$ cat config.mk
export PLATFORM = sky130hd
export DESIGN_NAME = pacman_ctrl_flat
export DESIGN_NICKNAME = d
export VERILOG_FILES = /design/src/rtl/pacman_ctrl_pkg.sv /design/src/rtl/pacman_ctrl_if.sv /design/src/rtl/pacman_step_gen.sv /design/src/rtl/pacman_ctrl.sv /design/src/flat_wrapper.sv
export SDC_FILE = /design/constraint.sdc
export NUM_CORES = 1
export LEC_CHECK = 0
export BUFFER_PORTS_ARGS = -buffer_cell sky130_fd_sc_hd__buf_2
export CAP_MARGIN = 0
export CORE_MARGIN = 3
export CORE_UTILIZATION = 60
export CTS_CLUSTER_SIZE = 24
export DETAILED_ROUTE_END_ITERATION = 6
export GPL_TIMING_DRIVEN = 0
export PLACE_DENSITY = 0.84
export SYNTH_ARGS = -nofsm -noshare
export SYNTH_HDL_FRONTEND = slang
export SYNTH_HIERARCHICAL = 1
export SYNTH_SLANG_ARGS = --single-unit
$ cat constraint.sdc
create_clock -name clk -period 5.59 [get_ports clk]
set_input_delay 0.559 -clock clk [delete_from_list [all_inputs] [get_ports clk]]
set_output_delay 0.559 -clock clk [all_outputs]
set_load 0.05 [all_outputs]
$ cat src/rtl/pacman_ctrl_pkg.sv
// Shared types for the Pac-Man movement engine: directions, maze tile codes,
// controller states, and small helpers used by the controller.
package pacman_pkg;

   typedef enum logic [1:0] {
      RIGHT = 2'd0,
      LEFT  = 2'd1,
      UP    = 2'd2,
      DOWN  = 2'd3
   } dir_t;

   typedef enum logic [1:0] {
      EMPTY  = 2'd0,
      PELLET = 2'd1,
      POWER  = 2'd2,
      WALL   = 2'd3
   } tile_t;

   typedef enum logic [1:0] {
      READY = 2'd0,
      MOVE  = 2'd1,
      DYING = 2'd2,
      DEAD  = 2'd3
   } state_t;

   function automatic dir_t opposite_dir(input dir_t d);
      dir_t r;
      case (d)
         RIGHT:   r = LEFT;
         LEFT:    r = RIGHT;
         UP:      r = DOWN;
         default: r = UP;
      endcase
      return r;
   endfunction

   // Neighbour code in direction d; tile_info packs one 2-bit code per direction.
   function automatic tile_t tile_at(input logic [7:0] info, input dir_t d);
      logic [7:0] sh;
      sh = info >> (2 * int'(d));
      return tile_t'(sh[1:0]);
   endfunction

endpackage

$ cat src/rtl/pacman_ctrl_if.sv
// Game-side bundle between the maze/input logic and the movement engine.
// master = game side (drives tick/requests/maze info), slave = pacman_ctrl.
interface pacman_ctrl_if #(
   parameter int TILE_W = 7,
   parameter int LOC_W  = 10
);
   import pacman_pkg::*;

   logic              tick;
   logic              dir_req_valid;
   dir_t              dir_req;
   logic [7:0]        tile_info;
   logic              kill;
   logic              respawn;
   logic [TILE_W-1:0] xtile;
   logic [TILE_W-1:0] ytile;
   logic [LOC_W-1:0]  xloc;
   logic [LOC_W-1:0]  yloc;
   dir_t              dir;
   logic [1:0]        animation;
   logic              moving;
   logic              alive;

   modport master (
      output tick, dir_req_valid, dir_req, tile_info, kill, respawn,
      input  xtile, ytile, xloc, yloc, dir, animation, moving, alive
   );

   modport slave (
      input  tick, dir_req_valid, dir_req, tile_info, kill, respawn,
      output xtile, ytile, xloc, yloc, dir, animation, moving, alive
   );

endinterface

$ cat src/rtl/pacman_step_gen.sv
// Game-tick divider: one step pulse every STEP_DIV ticks while enabled.
// The count is held at zero while disabled so every enable starts a fresh period.
module pacman_step_gen #(
   parameter int STEP_DIV = 1
) (
   input  logic clk,
   input  logic rst,
   input  logic en_i,
   input  logic tick_i,
   output logic step_o
);

   localparam logic [7:0] LAST = 8'(STEP_DIV - 1);

   logic [7:0] cnt_q, cnt_d;

   // Count ticks, wrap at the terminal count and fire the step in that cycle.
   always_comb begin
      cnt_d  = cnt_q;
      step_o = 1'b0;
      if (!en_i) begin
         cnt_d = '0;
      end else if (tick_i) begin
         if (cnt_q == LAST) begin
            cnt_d  = '0;
            step_o = 1'b1;
         end else begin
            cnt_d = cnt_q + 8'd1;
         end
      end
   end

   // Counter register.
   always_ff @(posedge clk or negedge rst) begin
      if (!rst) cnt_q <= '0;
      else      cnt_q <= cnt_d;
   end

endmodule

$ cat src/rtl/pacman_ctrl.sv
// Pac-Man player movement engine: buffered turns, wall stops, tunnel wrap and
// the death/respawn sequence. Optional macro PACMAN_PELLET_SLOW_EN pauses one
// step after entering a pellet or power-pellet tile.
//
// state | meaning
// READY | parked at spawn, waiting for the first direction request
// MOVE  | advancing one sub-tile pixel per step
// DYING | death animation, one frame every ANIM_DIV ticks
// DEAD  | frozen until respawn
module pacman_ctrl #(
   parameter int TILE_SHIFT  = 3,
   parameter int CENTER_PX   = 3,
   parameter int TILE_W      = 7,
   parameter int LOC_W       = 10,
   parameter int MAZE_W      = 28,
   parameter int Y_TILE_OFS  = 3,
   parameter int START_XTILE = 14,
   parameter int START_YTILE = 26,
   parameter int STEP_DIV    = 1,
   parameter int ANIM_DIV    = 2
) (
   input logic          clk,
   input logic          rst,
   pacman_ctrl_if.slave bus
);
   import pacman_pkg::*;

   localparam int                SUB_W     = TILE_SHIFT;
   localparam logic [SUB_W-1:0]  SUB_ONE   = SUB_W'(1);
   localparam logic [SUB_W-1:0]  SUB_MAX   = {SUB_W{1'b1}};
   localparam logic [SUB_W-1:0]  CTR_PX    = SUB_W'(CENTER_PX);
   localparam logic [TILE_W-1:0] TILE_ONE  = TILE_W'(1);
   localparam logic [TILE_W-1:0] MAZE_LAST = TILE_W'(MAZE_W - 1);
   localparam logic [TILE_W-1:0] START_X   = TILE_W'(START_XTILE);
   localparam logic [TILE_W-1:0] START_Y   = TILE_W'(START_YTILE);
   localparam logic [7:0]        ANIM_LAST = 8'(ANIM_DIV - 1);

   state_t            state_q, state_d;
   logic [TILE_W-1:0] xtile_q, xtile_d, ytile_q, ytile_d;
   logic [SUB_W-1:0]  xsub_q, xsub_d, ysub_q, ysub_d;
   dir_t              dir_q, dir_d;
   logic [1:0]        anim_q, anim_d;
   logic [7:0]        anim_cnt_q, anim_cnt_d;
   logic              moving_q, moving_d;
   logic              buf_vld_q, buf_vld_d;
   dir_t              buf_dir_q, buf_dir_d;
`ifdef PACMAN_PELLET_SLOW_EN
   logic              slow_q, slow_d;
`else
   logic              slow_q;
   assign slow_q = 1'b0;
`endif

   logic step;
   logic req_vld, at_ctr, adv, take, dies;
   dir_t req_dir, adv_dir;

   pacman_step_gen #(.STEP_DIV(STEP_DIV)) u_step_gen (
      .clk    (clk),
      .rst    (rst),
      .en_i   (state_q == MOVE),
      .tick_i (bus.tick),
      .step_o (step)
   );

   assign dies = bus.kill && (state_q == READY || state_q == MOVE);

   // State register.
   always_ff @(posedge clk or negedge rst) begin
      if (!rst) state_q <= READY;
      else      state_q <= state_d;
   end

   // Next-state logic; kill outranks every other event in READY/MOVE.
   always_comb begin
      state_d = state_q;
      unique case (state_q)
         READY: if (bus.kill) state_d = DYING;
                else if (bus.dir_req_valid) state_d = MOVE;
         MOVE:  if (bus.kill) state_d = DYING;
         DYING: if (bus.tick && anim_cnt_q == ANIM_LAST && anim_q == 2'd3) state_d = DEAD;
         DEAD:  if (bus.respawn) state_d = READY;
         default: state_d = READY;
      endcase
   end

   // Movement datapath: request buffer, turn/stop decision, advance and animation.
   always_comb begin
      xtile_d    = xtile_q;
      ytile_d    = ytile_q;
      xsub_d     = xsub_q;
      ysub_d     = ysub_q;
      dir_d      = dir_q;
      anim_d     = anim_q;
      anim_cnt_d = anim_cnt_q;
      moving_d   = moving_q;
      buf_vld_d  = buf_vld_q;
      buf_dir_d  = buf_dir_q;
`ifdef PACMAN_PELLET_SLOW_EN
      slow_d     = slow_q;
`endif
      req_vld = bus.dir_req_valid | buf_vld_q;
      req_dir = bus.dir_req_valid ? bus.dir_req : buf_dir_q;
      at_ctr  = (xsub_q == CTR_PX) && (ysub_q == CTR_PX);
      adv     = 1'b0;
      adv_dir = dir_q;
      take    = 1'b0;

      if (dies) begin
         anim_d     = 2'd0;
         anim_cnt_d = '0;
         moving_d   = 1'b0;
         buf_vld_d  = 1'b0;
`ifdef PACMAN_PELLET_SLOW_EN
         slow_d     = 1'b0;
`endif
      end else begin
         unique case (state_q)
            READY: if (bus.dir_req_valid) dir_d = bus.dir_req;
            MOVE: begin
               if (bus.dir_req_valid) begin
                  buf_vld_d = 1'b1;
                  buf_dir_d = bus.dir_req;
               end
               if (step && slow_q) begin
`ifdef PACMAN_PELLET_SLOW_EN
                  slow_d = 1'b0;
`endif
               end else if (step) begin
                  // Reversal is always legal; other turns only at the tile centre.
                  if (req_vld && req_dir == opposite_dir(dir_q)) begin
                     adv = 1'b1; adv_dir = req_dir; take = 1'b1;
                  end else if (!at_ctr) begin
                     adv = 1'b1;
                  end else if (req_vld && tile_at(bus.tile_info, req_dir) != WALL) begin
                     adv = 1'b1; adv_dir = req_dir; take = 1'b1;
                  end else if (tile_at(bus.tile_info, dir_q) != WALL) begin
                     adv = 1'b1;
                  end
                  moving_d = adv;
               end
               if (take) buf_vld_d = 1'b0;
               if (adv) begin
                  dir_d = adv_dir;
                  unique case (adv_dir)
                     RIGHT: begin
                        xsub_d = xsub_q + SUB_ONE;
                        if (xsub_q == SUB_MAX)
                           xtile_d = (xtile_q == MAZE_LAST) ? '0 : xtile_q + TILE_ONE;
                     end
                     LEFT: begin
                        xsub_d = xsub_q - SUB_ONE;
                        if (xsub_q == '0)
                           xtile_d = (xtile_q == '0) ? MAZE_LAST : xtile_q - TILE_ONE;
                     end
                     UP: begin
                        ysub_d = ysub_q - SUB_ONE;
                        if (ysub_q == '0) ytile_d = ytile_q - TILE_ONE;
                     end
                     default: begin
                        ysub_d = ysub_q + SUB_ONE;
                        if (ysub_q == SUB_MAX) ytile_d = ytile_q + TILE_ONE;
                     end
                  endcase
                  if (anim_cnt_q == ANIM_LAST) begin
                     anim_cnt_d = '0;
                     anim_d     = anim_q + 2'd1;
                  end else begin
                     anim_cnt_d = anim_cnt_q + 8'd1;
                  end
`ifdef PACMAN_PELLET_SLOW_EN
                  slow_d = ((xtile_d != xtile_q) || (ytile_d != ytile_q)) &&
                           (tile_at(bus.tile_info, adv_dir) == PELLET ||
                            tile_at(bus.tile_info, adv_dir) == POWER);
`endif
               end
            end
            DYING: begin
               if (bus.tick) begin
                  if (anim_cnt_q == ANIM_LAST) begin
                     anim_cnt_d = '0;
                     if (anim_q != 2'd3) anim_d = anim_q + 2'd1;
                  end else begin
                     anim_cnt_d = anim_cnt_q + 8'd1;
                  end
               end
            end
            DEAD: begin
               if (bus.respawn) begin
                  xtile_d    = START_X;
                  ytile_d    = START_Y;
                  xsub_d     = CTR_PX;
                  ysub_d     = CTR_PX;
                  dir_d      = LEFT;
                  anim_d     = 2'd0;
                  anim_cnt_d = '0;
                  moving_d   = 1'b0;
                  buf_vld_d  = 1'b0;
               end
            end
            default: ;
         endcase
      end
   end

   // Datapath registers.
   always_ff @(posedge clk or negedge rst) begin
      if (!rst) begin
         xtile_q    <= START_X;
         ytile_q    <= START_Y;
         xsub_q     <= CTR_PX;
         ysub_q     <= CTR_PX;
         dir_q      <= LEFT;
         anim_q     <= 2'd0;
         anim_cnt_q <= '0;
         moving_q   <= 1'b0;
         buf_vld_q  <= 1'b0;
         buf_dir_q  <= LEFT;
`ifdef PACMAN_PELLET_SLOW_EN
         slow_q     <= 1'b0;
`endif
      end else begin
         xtile_q    <= xtile_d;
         ytile_q    <= ytile_d;
         xsub_q     <= xsub_d;
         ysub_q     <= ysub_d;
         dir_q      <= dir_d;
         anim_q     <= anim_d;
         anim_cnt_q <= anim_cnt_d;
         moving_q   <= moving_d;
         buf_vld_q  <= buf_vld_d;
         buf_dir_q  <= buf_dir_d;
`ifdef PACMAN_PELLET_SLOW_EN
         slow_q     <= slow_d;
`endif
      end
   end

   // Outputs: tile/pixel location and status derived from the registers.
   always_comb begin
      bus.xtile     = xtile_q;
      bus.ytile     = ytile_q;
      bus.xloc      = (LOC_W'(xtile_q) << TILE_SHIFT) + LOC_W'(xsub_q);
      bus.yloc      = ((LOC_W'(ytile_q) + LOC_W'(Y_TILE_OFS)) << TILE_SHIFT) + LOC_W'(ysub_q);
      bus.dir       = dir_q;
      bus.animation = anim_q;
      bus.moving    = moving_q;
      bus.alive     = (state_q == READY) || (state_q == MOVE);
   end

endmodule

$ cat src/flat_wrapper.sv
// flat-port wrapper written by rule: the top's interface ports become plain ports
module pacman_ctrl_flat import pacman_pkg::*;
#(
   parameter int TILE_SHIFT  = 3,
   parameter int CENTER_PX   = 3,
   parameter int TILE_W      = 7,
   parameter int LOC_W       = 10,
   parameter int MAZE_W      = 28,
   parameter int Y_TILE_OFS  = 3,
   parameter int START_XTILE = 14,
   parameter int START_YTILE = 26,
   parameter int STEP_DIV    = 1,
   parameter int ANIM_DIV    = 2
)
  (clk, rst, bus_tick, bus_dir_req_valid, bus_dir_req, bus_tile_info, bus_kill, bus_respawn, bus_xtile, bus_ytile, bus_xloc, bus_yloc, bus_dir, bus_animation, bus_moving, bus_alive);
  pacman_ctrl_if #(.TILE_W(TILE_W), .LOC_W(LOC_W)) bus_i ();
  input logic clk;
  input logic rst;
  input wire logic [$bits(bus_i.tick)-1:0] bus_tick;
  input wire logic [$bits(bus_i.dir_req_valid)-1:0] bus_dir_req_valid;
  input wire logic [$bits(bus_i.dir_req)-1:0] bus_dir_req;
  input wire logic [$bits(bus_i.tile_info)-1:0] bus_tile_info;
  input wire logic [$bits(bus_i.kill)-1:0] bus_kill;
  input wire logic [$bits(bus_i.respawn)-1:0] bus_respawn;
  output wire logic [$bits(bus_i.xtile)-1:0] bus_xtile;
  output wire logic [$bits(bus_i.ytile)-1:0] bus_ytile;
  output wire logic [$bits(bus_i.xloc)-1:0] bus_xloc;
  output wire logic [$bits(bus_i.yloc)-1:0] bus_yloc;
  output wire logic [$bits(bus_i.dir)-1:0] bus_dir;
  output wire logic [$bits(bus_i.animation)-1:0] bus_animation;
  output wire logic [$bits(bus_i.moving)-1:0] bus_moving;
  output wire logic [$bits(bus_i.alive)-1:0] bus_alive;
  assign bus_i.tick = bus_tick;
  assign bus_i.dir_req_valid = bus_dir_req_valid;
  assign bus_i.dir_req = bus_dir_req;
  assign bus_i.tile_info = bus_tile_info;
  assign bus_i.kill = bus_kill;
  assign bus_i.respawn = bus_respawn;
  assign bus_xtile = bus_i.xtile;
  assign bus_ytile = bus_i.ytile;
  assign bus_xloc = bus_i.xloc;
  assign bus_yloc = bus_i.yloc;
  assign bus_dir = bus_i.dir;
  assign bus_animation = bus_i.animation;
  assign bus_moving = bus_i.moving;
  assign bus_alive = bus_i.alive;
  pacman_ctrl #(.TILE_SHIFT(TILE_SHIFT), .CENTER_PX(CENTER_PX), .TILE_W(TILE_W), .LOC_W(LOC_W), .MAZE_W(MAZE_W), .Y_TILE_OFS(Y_TILE_OFS), .START_XTILE(START_XTILE), .START_YTILE(START_YTILE), .STEP_DIV(STEP_DIV), .ANIM_DIV(ANIM_DIV)) u_core (.clk(clk), .rst(rst), .bus(bus_i));
endmodule
# --- Yosys cells after proc, flatten, opt, wreduce, memory -nomap -nowiden ---
# Index checks and enable logic that the tools add are counted.
classes:
  add_sub_neg: 14
  n_eq_ne: 39
  shift: 2
  muxes: 82
  bitwise: 2
  n_reduce_logical: 30
op_table:
  columns: ["op", "n"]
  rows:
  - ["$mux W7", 10]
  - ["$mux W8", 8]
  - ["$pmux W7 S2", 4]
  - ["$mux W2", 24]
  - ["$pmux W3 S2", 4]
  - ["$pmux W8 S3", 1]
  - ["$mux W1", 22]
  - ["$ne A3 B1 Y1 const B", 7]
  - ["$reduce_and A7 Y1", 3]
  - ["$add A10 B3 Y10", 2]
  - ["$pmux W2 S3", 3]
  - ["$add A8 B1 Y8 const B", 2]
  - ["$ne A2 B2 Y1 const B", 8]
  - ["$shr A8 B3 Y2", 2]
  - ["$ne A3 B2 Y1 const B", 5]
  - ["$reduce_and A5 Y1", 3]
  - ["$add A7 B1 Y7 const B", 2]
  - ["$sub A7 B1 Y7 const B", 2]
  - ["$eq A2 B2 Y1 const B", 5]
  - ["$mux W3", 3]
  - ["$eq A8 B1 Y1 const B", 1]
  - ["$logic_not A8 Y1", 1]
  - ["$pmux W2 S4", 1]
  - ["$reduce_and A4 Y1", 2]
  - ["other kinds (26)", 44]
totals:
  regBits: 46
  in_bits: 16
  wordCells: 181

# --- Longest topological paths before layout ---
# Gate-level depths: netlist of the first run.
depth:
  ltp_word: 18
  ltp_mapped: 16
  ltp_nobuf: 15

# --- Cells and area by module ---
# The synthesis of the first run kept the hierarchy.
modules_own_cells:
  columns: ["module", "n_inst", "cells_per_inst", "area_each_um2", "seq_area_each_um2"]
  rows:
  - ["pacman_ctrl", 1, 374, 3143.0, 965.9]
  - ["pacman_step_gen", 1, 49, 467.9, 200.2]

# --- Least setup slack after synthesis of the first run ---
# OpenSTA, ideal clock, no wires.
synth_path:
  path_type: "register to register"
  startpoint: "reg u_core.xsub_q[1]"
  endpoint: "reg u_core.ytile_q[6] (netlist: u_core/bus.ytile[6])"
  setup_ps: 144
  arrival_ps: 3489
  required_ps: 5446
  slack_ps: 1958
  path_stages_with_launch: 13
  n_path_buf: 1
  period_less_slack_ps: 3632
  cell_sequence: "dfstp_2 > and4bb_2 > o2111ai_1 > o22ai_2 > mux2i_1 > o21ai_0 > buf_2 > xnor2_1 > ha_1 > nor4_1 > or4b_1 > a31oi_1 > o22ai_1"
synth_via:
  elab_chain_cells: 12
synth_lines:
  columns: ["element", "line", "text"]
  rows:
  - ["start: declaration", "pacman_ctrl.sv:40", "logic [SUB_W-1:0] xsub_q, xsub_d, ysub_q, ysub_d;"]
  - ["start signal: assignment", "pacman_ctrl.sv:225", "xsub_q <= xsub_d;"]
  - ["$eq A3 B2 Y1 (*)", "pacman_ctrl.sv:104", "at_ctr = (xsub_q == CTR_PX) && (ysub_q == CTR_PX);"]
  - ["$logic_and A1 B1 Y1 (*)", "pacman_ctrl.sv:104", null]
  - ["$mux W2", "pacman_ctrl.sv:133", "end else if (!at_ctr) begin"]
  - ["$mux W2", "pacman_ctrl.sv:131", "if (req_vld && req_dir == opposite_dir(dir_q)) begin"]
  - ["$mux W2", "pacman_ctrl.sv:129", "end else if (step) begin"]
  - ["$mux W2", "pacman_ctrl.sv:118", "unique case (state_q)"]
  - ["$mux W2", "pacman_ctrl.sv:109", "if (dies) begin"]
  - ["$eq A2 B1 Y1 or $logic_not A2 Y1 (tied branches)", "pacman_ctrl.sv:145", "unique case (adv_dir)"]
  - ["$reduce_or A2 Y1 (no line)", null, null]
  - ["$pmux W7 S2", "pacman_ctrl.sv:145", null]
  - ["$mux W7", "pacman_ctrl.sv:143", "if (adv) begin"]
  - ["$pmux W7 S2", "pacman_ctrl.sv:118", null]
  - ["end signal: assignment", "pacman_ctrl.sv:224", "ytile_q <= ytile_d;"]
  - ["end: declaration", "pacman_ctrl.sv:39", "logic [TILE_W-1:0] xtile_q, xtile_d, ytile_q, ytile_d;"]
# Mark *: on every way between the ends. The rest lies on a longest branch, timed or not. The select of a mux whose other input is x is not followed.
# A chain may end at the register's enable or synchronous reset.

# --- Worst setup path after layout of the first run ---
layout_path:
  startpoint: "reg u_core.state_q[1]"
  endpoint: "reg u_core.ytile_q[6] (netlist: u_core/bus.ytile[6])"
layout_via:
  elab_chain_cells: 10
layout_lines:
  columns: ["element", "line", "text"]
  rows:
  - ["start: declaration", "pacman_ctrl.sv:38", "state_t state_q, state_d;"]
  - ["start signal: assignment", "pacman_ctrl.sv:71", "else state_q <= state_d;"]
  - ["$eq A2 B1 Y1 (*)", "pacman_ctrl.sv:61", ".en_i (state_q == MOVE),"]
  - ["$mux W1 (*)", "pacman_step_gen.sv:21", "if (!en_i) begin"]
  - ["named net u_core.step", "pacman_ctrl.sv:54", "logic step;"]
  - ["$mux W2", "pacman_ctrl.sv:129", null]
  - ["$mux W2", "pacman_ctrl.sv:118", null]
  - ["$mux W2", "pacman_ctrl.sv:109", null]
  - ["$eq A2 B1 Y1 or $logic_not A2 Y1 (tied branches)", "pacman_ctrl.sv:145", null]
  - ["$reduce_or A2 Y1 (no line)", null, null]
  - ["$pmux W7 S2", "pacman_ctrl.sv:145", null]
  - ["$mux W7", "pacman_ctrl.sv:143", null]
  - ["$pmux W7 S2", "pacman_ctrl.sv:118", null]
# Mark *: on every way through the listed nets, which the timed path passes. The rest lies on a longest branch. The select of a mux whose other input is x is not followed.

==> summary.txt, run 1 <==
Setup path
  – Critical Path Fanout Max: 10
  – Worst endpoint data arrival time: between 4 and 5 ns
  – WS Path Type: reg -> reg
  – Crit. End Element: register
  – Worst reg2reg path depth: 14
  – Crit path depth: 14
  – Crit-path slowest cell: nor2_1
  – CP Capture Point: u_core/bus.ytile[6]
  – Worst R2R End: u_core/bus.ytile[6]
  – CP max stage delay: about 0.52 ns
  – Crit path buffers/inverters: 2
  – CP startpoint kind: register
  – Delay-heaviest family, CP: simple AND/OR/NAND/NOR gates
  – CP Cell Sequence: inv_1 -> ha_1 -> nand2_1 -> nor2_1 -> o21ai_0 -> mux2i_1 -> o21ai_0 -> buf_2 -> xnor2_1 -> ha_1 -> nor4_1 -> or4b_1 -> a31oi_1 -> o22ai_1
  – Critical Path Start: u_core/state_q[1]
  – Worst EP required: approximately 5.8 ns
  – FF-to-FF Start: u_core/state_q[1]
  – Worst reg2reg setup slack: 1.29 ns

Logic synthesis
  – Synth area leaders: dfrtp_1 24%, dfstp_2 8.7%, o21ai_0 5.8%
  – Area leader, netlist: dfrtp_1
  – Share of the synthesized area in the top cell type: 23.56%
  – Synth cell types: 76
  – Sequential fraction of the synthesis area: 32.29%
  – Synthesis-stage register bit count: 46
  – Mapped Area: 3611 um2
  – Syn_nets: 454
  – Post-synth EDFFs: 0
  – Yosys warning total: 6
  – Post-synth ARST share: between 90% and 100%
  – Mean post-synth cell area: 8.537 um2
  – Most used DFF post-synth: dfrtp_1
  – Cells after synthesis: approximately 420

Detailed routing
  – Wire length on met2: 4.342 mm
  – Vias/cell: 6.263
  – Antenna-violating nets left: 0
  – Initial drt markers: between 300 and 400
  – Drt total wl: 8.910 mm
  – DR vias: between 3000 and 4000
  – WL met3: 520 um
  – Metal1 wirelength: 3.852 mm
  – DRC errors left: 0
  – First-pass detailed-route iteration total: 5
  – Routed WL per cell: approximately 16 um
  – Top Layer Used: met4

Power and ir drop
  – Comb pwr share: 67.2%
  – Switch share: 55.14%
  – VDD IR max: 0.0004896 V
  – Clock share of power: 9.8%
  – Pleak: 1.812 nW
  – PD cells: 623.0 nW/um2
  – Sequential share of power: 22.9%
  – NetSw: 1.404 mW
  – Pint: roughly 1.1 mW

Floorplanning
  – Initial Util: 63.62%
  – Die Ht: approximately 84 um
  – I/O pin cnt: 56
  – Area of the core: 5675 um2
  – Die area: 6985 um2
  – Die width: 83.58 um
  – Row cnt: 27

Global routing
  – Congestion Overflow GR: 0
  – First-pass GRT wire length: 15.17 mm
  – Tot GR Track Use: about a quarter
  – Vias in the first global route: between 3000 and 4000
  – Initial antenna violation count: 0
  – Largest net degree at the start of global routing: between 40 and 50

Clock network
  – Clk sink count: 46
  – Clock slew at reported path FFs: 0.09 ns
  – Worst-skew pair later-pin latency: 0.30 ns
  – Root Driver: clkbuf_8
  – Bufs on Longest Clock Path: 2
  – Post-CTS Hold Buffers: 0
  – H-tree levels: 2
  – CTS tree: built
  – Post-CTS setup buffer count: 0
  – CTS Buf Count: 5
  – Post-cts sizing count: 0

Cells and area
  – Ant. Diodes: 0
  – Post-layout nets: 516
  – Syn-to-layout area delta: 13.17%
  – Layout cell share with drive strength beyond 1: approximately 25%

Run status
  – Status: finished clean

STA
  – Setup_tns: 0 ns
  – Final min period: roughly 4.3 ns
  – FMAX: 232.4 MHz
  – Hold slack: 0.4393 ns
  – Worst slew margin: between 20% and 30%
  – Fin. Hold Viols: 0
  – Final max-slew violation count: 0
  – Worst clock skew: between 0.006 and 0.007 ns
  – Slew @ Worst Pin: 1.050 ns
  – Setup-failing EPs final: 0
  – RSZ-0062 raised after global routing: false
  – Final worst path period share: 76.99%

Placed design
  – Post-DP HPWL: 6.389 mm
  – GPL Wtd Cong: 0.9208
  – Port Buf Inserts: 55

Worst hold path
  – Worst hold path class: in -> async

Run
  – Max Cap Violations: 0
==> flip-flops by register name (all words and copies together) (netlist names) <==
name	count
u_core/bus.dir	2
u_core/buf_dir_q	2
u_core/state_q	2
u_core/u_step_gen/cnt_q	8
u_core/bus.animation	2
u_core/bus.moving	1
u_core/bus.ytile	7
u_core/ysub_q	3
u_core/buf_vld_q	1
u_core/anim_cnt_q	8
u_core/xsub_q	3
u_core/bus.xtile	7
==> layout by cell type, fill, tap and decap left out, types with 9 or more instances in the layout <==
master and count:
inv_1 22, nand3_1 11, ha_1 14, nor3_1 15, nor4_1 9, xnor2_1 11, mux2i_1 10, dfrtp_1 34
buf_2 56, dfstp_2 12, o21ai_0 42, nand2_1 47, nor2_1 34, a21oi_1 17, clkbuf_1 9
==> kinds of logic after synthesis <==
family | after synthesis | share of synthesized area (%)
AO/OA/AOI/OAI | 114 | 20.72
XOR/XNOR | 15 | 3.638
buffers and inverters | 45 | 6.861
AND/OR/NAND/NOR | 170 | 25.26
adder cells (fa/ha/maj) | 15 | 5.405
flip-flops | 46 | 32.29
multiplexers | 18 | 5.821
==> layer usage <==
metal | vias up | GRT usage, %
li1 | 1654 | -
met1 | 1698 | 33.58
met2 | 118 | 42.37
met3 | 25 | 4.047
met4 | 0 | 8.772
met5 | - | 0
==> synth_stat cells, drive strengths merged (5+ instances only) <==
library cell,number
nand4,6
a21oi,18
mux2i,12
nor2,34
clkbuf,11
ha,14
buf,10
nand3,11
inv,23
nor4b,5
a31oi,7
nor4,9
nand2,47
nand2b,8
dfrtp,34
o21ai,44
a22o,6
dfstp,12
nor3,16
and3,11
xnor2,11
mux2,5
==> worst min-delay path by stage <==
stage          cells past startpoint           startpoint                          to  slack [ns]
6_report                           1                  rst  u_core/u_step_gen/cnt_q[1]        0.44
3_5_place_dp                       1    u_core/bus.moving           u_core/bus.moving        0.49
4_1_cts                            1                  rst         u_core/bus.xtile[6]        0.48
5_1_grt                            1                  rst  u_core/u_step_gen/cnt_q[1]        0.53
3_3_place_gp                       2  u_core/buf_dir_q[0]         u_core/buf_dir_q[0]        0.49
2_1_floorplan                      0                  rst        u_core/anim_cnt_q[0]        0.26
==> cell type report <==
type | count | area, um2
Sequential cell | 46 | 1166
Fill cell | 461 | 1589
Buffer | 22 | 158.9
Clock inverter | 2 | 37.54
Inverter | 23 | 88.84
Timing Repair Buffer | 55 | 275.3
Clock buffer | 6 | 72.57
Multi-Input combinational cell | 332 | 2197
Tap cell | 72 | 90.09
==> power groups by stage <==
stage | clock network, mW | logic (mW) | registers (mW)
3_5_place_dp | 0 | 1.69 | 0.588
2_1_floorplan | 0 | 1.09 | 0.815
3_3_place_gp | 0 | 1.65 | 0.583
4_1_cts | 0.256 | 1.70 | 0.584
6_report | 0.250 | 1.71 | 0.584
5_1_grt | 0.270 | 1.86 | 0.605
==> worst register-to-register path, stage by stage, from the launching register on <==
cell	delay, ns
dfrtp_1	0.43
inv_1	0.11
ha_1	0.35
nand2_1	0.15
nor2_1	0.52
o21ai_0	0.19
mux2i_1	0.48
o21ai_0	0.19
buf_2	0.24
xnor2_1	0.15
ha_1	0.28
nor4_1	0.30
or4b_1	0.49
a31oi_1	0.18
o22ai_1	0.09
==> metrics by stage <==
stage          area, um2  setup WS, ns  util [%]  power [mW]  cells
2_1_floorplan       3611         1.958         -       1.906    423
3_3_place_gp        3976         1.508     70.06       2.234    550
3_5_place_dp        3976         1.419     70.06       2.273    550
4_1_cts             4086         1.389     72.00       2.538    558
5_1_grt             4086        0.9766     72.00       2.735    558
6_report            4086         1.286     72.00       2.546    558
(Power assumes the default switching activity.)
==> inputs of run 2 (changes only) <==
--- a/config.mk
+++ b/config.mk
@@ -8,11 +8,11 @@
 export BUFFER_PORTS_ARGS = -buffer_cell sky130_fd_sc_hd__buf_2
 export CAP_MARGIN = 0
 export CORE_MARGIN = 3
-export CORE_UTILIZATION = 60
+export CORE_UTILIZATION = 58
 export CTS_CLUSTER_SIZE = 24
 export DETAILED_ROUTE_END_ITERATION = 6
 export GPL_TIMING_DRIVEN = 0
-export PLACE_DENSITY = 0.84
+export PLACE_DENSITY = 0.81
 export SYNTH_ARGS = -nofsm -noshare
 export SYNTH_HDL_FRONTEND = slang
 export SYNTH_HIERARCHICAL = 1
==> constraint.sdc (replaced) <==
create_clock -name clk -period 4 [get_ports clk]
set_input_delay 0.4 -clock clk [delete_from_list [all_inputs] [get_ports clk]]
set_output_delay 0.4 -clock clk [all_outputs]
set_load 0.05 [all_outputs]
==> run 2 against run 1 <==
Largest power group unchanged. Highest routed layer unchanged. The run now ends with DRC left. Final cell count up 1.6%. First-iteration DRC count up 7.8%. Register-to-register slack worse by 1.0 ns. Clock skew about the same. Critical path type unchanged.
==> summary.txt, run 2 (same netlist as run 1, synthesis figures left out) <==
Setup path
  – WS Path Type: reg -> reg
  – Worst R2R End: u_core/bus.ytile[6]
  – Critical Path Fanout Max: 10
  – Worst reg2reg path depth: 15
  – CP Capture Point: u_core/bus.ytile[6]
  – Worst EP required: 4.16 ns
  – Worst endpoint data arrival time: 3.88 ns
  – Worst reg2reg setup slack: 0.29 ns
  – Crit. End Element: register
  – FF-to-FF Start: u_core/u_step_gen/cnt_q[1]
  – CP startpoint kind: register
  – Critical Path Start: u_core/u_step_gen/cnt_q[1]

Cells and area
  – Post-layout nets: around 520
  – Non-Filler Instances: 567
  – Area of the multi-input gates: about 2200 um2
  – Commonest non-fill, non-tap cell in the layout: buf_2
  – Fillers: just over 500
  – Syn-to-layout area delta: 14.93%
  – Storage element area: 1166 um2
  – Commonest non-fill, non-tap cells in the layout: 55 x buf_2, 47 x nand2_1, 42 x o21ai_0
  – Ant. Diodes: 0
  – Biggest regs: u_core/anim_cnt_q: 8 flops, u_core/u_step_gen/cnt_q: 8 flops
  – Layout cell share with drive strength beyond 1: a little over a quarter

STA
  – Worst clock skew: 0.006233 ns
  – Final min period: 3.712 ns
  – Worst slew margin: 29.77%
  – Fin. Hold Viols: 0
  – Post-route worst setup slack: 0.2878 ns
  – RSZ-0062 raised after global routing: false
  – FMAX: 269.4 MHz
  – Final max-slew violation count: 0
  – Final worst path period share: 92.80%
  – Slew @ Worst Pin: 1.053 ns
  – Setup-failing EPs final: 0

Detailed routing
  – First-pass detailed-route iteration total: 7
  – Drt total wl: 8.935 mm
  – DRC errors left: 3
  – Routed WL per cell: 15.76 um
  – Antenna-violating nets left: 0
  – DR vias: 3450
  – Vias/cell: 6.085
  – Initial drt markers: 358

Global routing
  – First-pass GRT wire length: approximately 15 mm
  – Vias in the first global route: ~3100
  – Tot GR Track Use: 24.69%
  – Congestion Overflow GR: 0
  – Largest net degree at the start of global routing: 47
  – Initial antenna violation count: 0

Run status
  – Failing checks: DRC
  – Status: finished, violations left

Clock network
  – Root Driver: clkbuf_8
  – CTS tree: built
  – CTS Buf Count: 5
  – Worst-skew pair later-pin latency: roughly 0.3 ns
  – Bufs on Longest Clock Path: 2
  – Clk sink count: 46
  – Clock slew at reported path FFs: 0.09 ns
  – Post-CTS Hold Buffers: 0
  – H-tree levels: 2

Placed design
  – Post-DP HPWL: between 6 and 7 mm
  – Post-Place Cells: 553
  – GPL Wtd Cong: approximately 0.94
  – Port Buf Inserts: 55
  – Post-place setup slack: -0.1393 ns

Floorplanning
  – I/O pin cnt: 56
  – Die width: 84.91 um
  – Row cnt: 28
  – Initial Util: 60.28%
  – Die area: ~7200 um2
  – Area of the core: about 6000 um2
  – Die Ht: 84.91 um

Worst hold path
  – Worst hold path class: in -> async

Power and ir drop
  – Final Total Pwr: 3.573 mW
  – PD cells: 860.8 nW/um2
  – VDD IR max: 0.0005443 V
  – Pleak: between 1.5 and 2 nW

Run
  – Max Cap Violations: 0
[run 2: final cells by class]
type	count	share of cell area [%]
Buffer	22	3.889
Clock buffer	7	2.080
Clock inverter	1	0.1206
Inverter	23	2.140
Multi-Input combinational cell	332	53.69
Sequential cell	46	28.10
Tap cell	75	2.261
Timing Repair Buffer	61	7.718
[run 2: worst min path at each step]
stage,to,cells past startpoint,from
detailed placement,u_core/buf_dir_q[0],2,u_core/buf_dir_q[0]
global placement,u_core/buf_dir_q[0],2,u_core/buf_dir_q[0]
global route,u_core/bus.ytile[2],1,rst
finish,u_core/bus.ytile[2],1,rst
floorplan,u_core/anim_cnt_q[0],0,rst
CTS,u_core/bus.ytile[6],1,rst
[run 2: per-stage QoR]
stage	hold WS, ns	utilization, %	cell area (um2)	setup TNS (ns)
4_1_cts	0.3233	68.07	4078	0
6_report	0.2671	69.28	4150	0
3_3_place_gp	0.4890	66.44	3980	-0.09303
5_1_grt	0.3620	69.28	4150	0
3_5_place_dp	0.5011	66.44	3980	-0.1393
2_1_floorplan	0.1044	-	3611	0
[run 2: where the power goes]
part	switching [mW]	total, mW	internal, mW
Combinational	1.65	2.45	0.806
Sequential	0.171	0.817	0.646
Clock	0.164	0.304	0.140
Total	1.98	3.57	1.59
[run 2: worst max-delay path, stage by stage (launching register included)]
cell,delay (ns)
dfrtp_1,0.42
inv_1,0.09
ha_1,0.14
nor4b_4,0.27
nand2_1,0.15
nor2_4,0.20
o21ai_0,0.18
mux2i_2,0.31
o21ai_0,0.16
buf_4,0.20
xnor2_1,0.13
ha_1,0.26
nor4_2,0.28
or4b_1,0.51
a31oi_1,0.19
o22ai_1,0.09
[run 2: layer usage]
layer	global-route usage (%)	vias up	routed length [um]
met4	5.612	0	82
met2	41.07	136	4263
met1	33.83	1645	3952
li1	-	1661	-
met5	0	-	0
met3	4.272	8	636
[run 2: timing repair]
action,CTS,global route
pin swaps,0,2
endpoints found under the setup margin,1,1
buffers inserted,0,6
resized for setup,2,7
